<file path="src/rtl/mid_test_sequencer.sv">
// mid_test_sequencer: runs each unit under test in turn (reset, start, wait for done or timeout).
// Optional build macro SEQ_STOP_ON_FAIL_EN: end the sequence at the first failing unit.
module mid_test_sequencer #(
  parameter int N_UNITS    = 3,
  parameter int RST_CYCLES = 2,
  parameter int TIMEOUT    = 1000,
  parameter int CNT_W      = 16,
  localparam int IDXW      = ($clog2(N_UNITS) < 1) ? 1 : $clog2(N_UNITS)
) (
  input  logic               clk,
  input  logic               rstn1,
  input  logic               go,
  input  logic [N_UNITS-1:0] unit_done,
  input  logic [N_UNITS-1:0] unit_pass,
  output logic [N_UNITS-1:0] unit_rstn,
  output logic [N_UNITS-1:0] unit_start,
  output logic [IDXW-1:0]    cur_unit,
  output logic               busy,
  output logic [N_UNITS-1:0] pass_vec,
  output logic [N_UNITS-1:0] timeout_vec,
  output logic               all_pass,
  output logic               seq_done
);

  typedef enum logic [2:0] {
    S_IDLE,
    S_RST,
    S_START,
    S_WAIT,
    S_NEXT,
    S_FIN
  } state_t;

  state_t state;
  state_t state_n;

  logic [CNT_W-1:0]   cnt;
  logic [N_UNITS-1:0] sel;
  logic               last;
  logic               cur_done;
  logic               cur_pass;
  logic               rst_end;
  logic               tmo;

  assign sel      = {{(N_UNITS-1){1'b0}}, 1'b1} << cur_unit;
  assign last     = (cur_unit == IDXW'(N_UNITS - 1));
  assign cur_done = unit_done[cur_unit];
  assign cur_pass = unit_pass[cur_unit];
  assign rst_end  = (cnt == CNT_W'(RST_CYCLES - 1));
  assign tmo      = (cnt == CNT_W'(TIMEOUT - 1));

`ifdef SEQ_STOP_ON_FAIL_EN
  logic cur_ok;
  assign cur_ok = pass_vec[cur_unit];
`endif

  // State register.
  always_ff @(posedge clk or negedge rstn1) begin
    if (!rstn1) state <= S_IDLE;
    else        state <= state_n;
  end

  // Next-state logic and Moore output decode.
  always_comb begin
    state_n    = state;
    unit_rstn  = '0;
    unit_start = '0;
    busy       = (state != S_IDLE);
    seq_done   = 1'b0;
    unique case (state)
      S_IDLE: begin
        if (go) state_n = S_RST;
      end
      S_RST: begin
        if (rst_end) state_n = S_START;
      end
      S_START: begin
        unit_rstn  = sel;
        unit_start = sel;
        state_n    = S_WAIT;
      end
      S_WAIT: begin
        unit_rstn = sel;
        if (cur_done || tmo) state_n = S_NEXT;
      end
      S_NEXT: begin
        state_n = S_RST;
        if (last) state_n = S_FIN;
`ifdef SEQ_STOP_ON_FAIL_EN
        if (!cur_ok) state_n = S_FIN;
`endif
      end
      S_FIN: begin
        seq_done = 1'b1;
        state_n  = S_IDLE;
      end
      default: state_n = S_IDLE;
    endcase
  end

  // Counter, unit index and result registers.
  always_ff @(posedge clk or negedge rstn1) begin
    if (!rstn1) begin
      cnt         <= '0;
      cur_unit    <= '0;
      pass_vec    <= '0;
      timeout_vec <= '0;
      all_pass    <= 1'b0;
    end else begin
      unique case (state)
        S_IDLE: begin
          if (go) begin
            cnt         <= '0;
            cur_unit    <= '0;
            pass_vec    <= '0;
            timeout_vec <= '0;
            all_pass    <= 1'b0;
          end
        end
        S_RST: cnt <= cnt + 1'b1;
        S_START: cnt <= '0;
        S_WAIT: begin
          cnt <= cnt + 1'b1;
          if (cur_done) begin
            pass_vec[cur_unit] <= cur_pass;
          end else if (tmo) begin
            timeout_vec[cur_unit] <= 1'b1;
            pass_vec[cur_unit]    <= 1'b0;
          end
        end
        S_NEXT: begin
          if (state_n == S_RST) begin
            cur_unit <= cur_unit + 1'b1;
            cnt      <= '0;
          end
        end
        S_FIN: all_pass <= &pass_vec;
        default: ;
      endcase
    end
  end

endmodule

</file>
<file path="config.mk">
export PLATFORM = sky130hd
export DESIGN_NAME = mid_test_sequencer
export DESIGN_NICKNAME = d
export VERILOG_FILES = /design/src/rtl/mid_test_sequencer.sv
export SDC_FILE = /design/constraint.sdc
export NUM_CORES = 1
export LEC_CHECK = 0
export CORE_UTILIZATION = 40
export CTS_CLUSTER_DIAMETER = 80
export CTS_CLUSTER_SIZE = 20
export DETAILED_ROUTE_END_ITERATION = 16
export HOLD_SLACK_MARGIN = 0.08
export PLACE_DENSITY = 0.65
export SETUP_SLACK_MARGIN = 0.2
export SLEW_MARGIN = 0
export SYNTH_ARGS = -nofsm -noshare
export SYNTH_HDL_FRONTEND = slang
export SYNTH_SLANG_ARGS = --single-unit
export TNS_END_PERCENT = 1
</file>
<file path="constraint.sdc">
create_clock -name clk -period 3 [get_ports clk]
set_clock_uncertainty 0.2 [all_clocks]
set_input_delay 0.9 -clock clk [delete_from_list [all_inputs] [get_ports clk]]
set_output_delay 0.9 -clock clk [all_outputs]
set_load 0.02 [all_outputs]
</file>
# Word-level counts from Yosys, hierarchy flattened
# Index checks and enable logic that the tools add are counted.
# Widths: inputs -> output; s select.
# classes
bitwise_logic	3
n_eq_ne	14
n_addsub	2
mux	30
n_reduce_logical	16
shifts	1
n_lt_le_gt_ge	2
# ops
operator	count
$pmux 16 s4	1
$mux 3	11
$mux 16	2
$add 16x1->16 const B	1
$eq 16x1->1 const B	1
$eq 16x10->1 const B	1
$pmux 3 s5	1
$pmux 3 s2	2
$reduce_and 3->1	4
$ne 2x2->1 const B	4
$eq 3x1->1 const B	2
$eq 3x2->1 const B	2
$eq 3x3->1 const B	2
$reduce_bool 2->1	3
$mux 1	5
$bmux 1 s2	2
$mux 2	2
$pmux 2 s2	1
$reduce_and 4->1	1
$reduce_bool 4->1	1
$reduce_or 2->1	2
$and 3x3->3	1
$bwmux 3	1
$logic_not 3->1	1
other kinds (14)	14
# word_totals
word_cells	74
regBits	28
inputBits	9
out_inout_bits	17

# Depth between registers and ports, before layout
# logic_depth
ltp_word	9
mapped_depth	8
mapped_depth_nobuf	6

# Worst setup path after synthesis
# Ideal clock, no wire load.
# synth_timing
path_type	register to output
from	register cur_unit[0]
to	output port unit_start[2]
path_stages_with_launch	5
path_slack_ns	0.611
required_ns	1.900
t_arrival_ns	1.289
cell_sequence	dfrtp_1 > inv_1 > ha_1 > clkbuf_1 > and3_1
# synth_between
elab_chain_cells	2
# synth_rtl
element	line	source
from (decl)	17	output logic [IDXW-1:0] cur_unit,
from (signal assigned)	133	cur_unit <= cur_unit + 1'b1;
$shl 1x2->3	45	assign sel = {{(N_UNITS-1){1'b0}}, 1'b1} << cur_unit;
$mux 3	70	unique case (state)
to (decl)	16	output logic [N_UNITS-1:0] unit_start,
# No other way between the ends.

# Final worst setup path
# Same ends and word-level chain as after synthesis.

==> results.cfg <==
[final_layout]
layout.nets = 229
layout-drive-gt1-share = 0.0981
synthToLayoutAreaGrowth_pct = 20.6
fin_area_sq_um = 2070
diodes = 0

[logic_synthesis]
syn_inst = 192
ys_ff_latch = 28
syn_area_sq_um = 1720
synth_warnings = 0
synth_edf_count = 0
yosysSeqAreaShare = 0.408
synth.avg_cell_area_sq_um = 8.94
async_flop_share = 1.00
yosysUniqueCellTypes = 47
syn_nets = 206
synth_flop_cell = dfrtp_1

[clock_tree]
clk_pin_slew_ns = 0.10
clk_latency_ns = 0.28
cts_tree = built
htree_num_levels = 1
post-cts-setup-buffer-count = 0
cts_sinks = 28
cts_root_buffer = clkbuf_8
cts-buffers-inserted = 3
cts_buffer_depth = 2

[pwr]
swShare = 0.386
powerDensity_nw_per_um2 = 693
leakage_nw = 0.871
irDropWorstVdd_v = 0.000480
power_frac_comb = 0.360
clkPwrFrac = 0.204
p_int_mw = 0.882
seq_power_share = 0.436
p_sw_mw = 0.554

[place]
gp_congestion = 0.929
placed_area_sq_um = 2000
dp_hpwl_mm = 3.08
pre_cts_slack_ns = 0.275
io_buffers = 25

[worst_setup_path]
path_delay_family = flip-flops
critPathBufInv = 2
rrSetupSlack_ns = 0.64
required_ns = 1.90
crit_type = reg2out
crit_path_end_kind = primary output
arrival_ns = 1.61
crit_path_max_fanout = 9
cp_slowest_cell = dfrtp_2
r2r_cells = 6
reg2reg_to = cnt[11]
path_cells = inv_1 > ha_1 > and3_1 > dlygate4sd2_1
r2r-start = cur_unit[0]
worstSetupStartpointType = flip-flop
slowest_delay_ns = 0.47

[timing]
min_period_over_period = 0.904
finalSetupViolCount = 0
max_freq_mhz = 369
hold_violations = 0
maxSlewHeadroom = 0.646
finalSetupTns_ns = 0
slew_viol_final = 0
timing.final.crit_period_ns = 2.71
rsz0062_at_grt = yes
layout_setup_ws_ns = 0.287
worst_pin_slew_ns = 0.526

[hold_path]
hp-class = reg2reg
worstHoldEndpoint = timeout_vec[2]
hp-start = timeout_vec[2]
whs_path_depth = 1

[grt]
grt_pass1_wl_mm = 7.07
grt_pass1_vias = 1503
grt_max_degree = 29
gr-total-overflow = 0
antenna_found_initial = 0
gr-usage-all-layers = 0.211

[drt]
drtAntennaViolNets = 0
top_layer = met4
drt-total-wl_mm = 4.15
wl_met3_um = 176
wl_per_cell_um = 15.7
wl_met2_mm = 2.07
drc = 0
dr.pass1.iters = 4
drt-met1-wl_mm = 1.82
via_per_inst = 5.90
first_iter_violations = 66
via_count = 1557

[job]
cap_violations = 0

[floorplan]
fp-row-count = 23
coreArea_sq_um = 4060
start_util = 0.423
die_h_um = 67.5
num_io_pins = 26
die_area_sq_um = 4560
dieWidth_um = 67.5

[status]
status = complete, no violations
[registers in the layout (all words and copies together), names as in the netlist]
register	count
cnt	16
cur_unit	2
pass_vec	3
timeout_vec	3
state	3
all_pass	1
[cells in the final DEF, fill, tap and decap left out, drive strengths merged, types with 5 or more instances in the layout]
cell type and instances:
nor4 5, nand3 11, a22o 6, buf 5, a21oi 6, o21ai 13
dlygate4sd2 7, nor3 6, dfrtp 28, nand2 21, and3 6, nor2 11
inv 8, ha 5, a31oi 7, clkdlybuf4s50 17
[synth_stat cells (2+ instances only)]
| library cell | number | area share |
|---|---|---|
| a22o_1 | 6 | 0.031 |
| clkbuf_1 | 7 | 0.015 |
| buf_6 | 2 | 0.013 |
| nand2b_1 | 2 | 0.0073 |
| a41oi_1 | 2 | 0.010 |
| and4_1 | 3 | 0.015 |
| nor2b_1 | 4 | 0.015 |
| a21oi_1 | 5 | 0.015 |
| nand3_1 | 11 | 0.032 |
| nor4_1 | 4 | 0.015 |
| nand4_1 | 2 | 0.0073 |
| a32o_1 | 3 | 0.017 |
| dfrtp_1 | 28 | 0.41 |
| o2111ai_1 | 3 | 0.015 |
| o21ai_0 | 12 | 0.035 |
| nand2_1 | 21 | 0.046 |
| and3_1 | 6 | 0.022 |
| nor2_1 | 11 | 0.024 |
| buf_4 | 3 | 0.013 |
| inv_1 | 8 | 0.017 |
| ha_1 | 5 | 0.036 |
| and2_1 | 4 | 0.015 |
| o31ai_1 | 2 | 0.0087 |
| nor3_1 | 6 | 0.017 |
| a31o_2 | 2 | 0.010 |
| o22ai_1 | 3 | 0.011 |
| a31oi_1 | 7 | 0.026 |
[routing by layer]
| layer | global-route usage | vias up |
|---|---|---|
| li1 | - | 765 |
| met1 | 0.247 | 744 |
| met2 | 0.373 | 41 |
| met3 | 0.0287 | 7 |
| met4 | 0.104 | 0 |
| met5 | 0 | - |
[worst max path at each step]
| stage | startpoint | endpoint | slack, ns | cells after the start |
|---|---|---|---|---|
| after floorplan | cur_unit[0] | unit_start[2] | 0.61 | 4 |
| after global placement | cur_unit[0] | unit_start[2] | 0.32 | 4 |
| after detailed placement | cur_unit[0] | unit_start[2] | 0.27 | 4 |
| after CTS | state[2] | busy | 0.25 | 3 |
| after global routing | cur_unit[0] | unit_start[2] | 0.19 | 4 |
| final | cur_unit[0] | unit_start[2] | 0.29 | 4 |
[final cells by class]
class	count	area [sq um]
clock buffer	3	41.3
clock inverter	1	30.0
fill	389	1990
inverter	8	30.0
multi-input combinational	144	920
sequential	28	706
tap	50	62.6
timing repair buffer	30	282
[repair_timing]
action,CTS,global route
setup endpoints to repair,8,2
hold buffers,0,0
hold endpoints to repair,0,0
gates resized for setup,12,1
pin swaps,0,0
[kinds of logic (layout without fill, tap and decap cells)]
group,Yosys count,after routing,synth area share
and+or+nand+nor,81,81,0.252
AOI/OAI and AO/OA,56,56,0.232
DFF,28,28,0.408
buffers and inverters,20,42,0.0590
adders and majority gates,5,5,0.0364
muxes,2,2,0.0124
[through the flow]
step | instances | hold slack, ns | total power, mW | util
2_1_floorplan | 192 | 0.274 | 0.981 | -
3_3_place_gp | 260 | 0.292 | 1.13 | 0.492
3_5_place_dp | 260 | 0.296 | 1.15 | 0.492
4_1_cts | 264 | 0.319 | 1.45 | 0.510
5_1_grt | 264 | 0.348 | 1.55 | 0.510
6_report | 264 | 0.310 | 1.44 | 0.510
[power groups by stage]
stage	Sequential, mW	Clock, mW	Combinational (mW)
finish	0.626	0.292	0.518
global route	0.647	0.313	0.587
CTS	0.622	0.303	0.522
detailed placement	0.626	0	0.525
global placement	0.620	0	0.510
floorplan	0.583	0	0.398
Note: power is estimated with default switching activity, not from simulation.
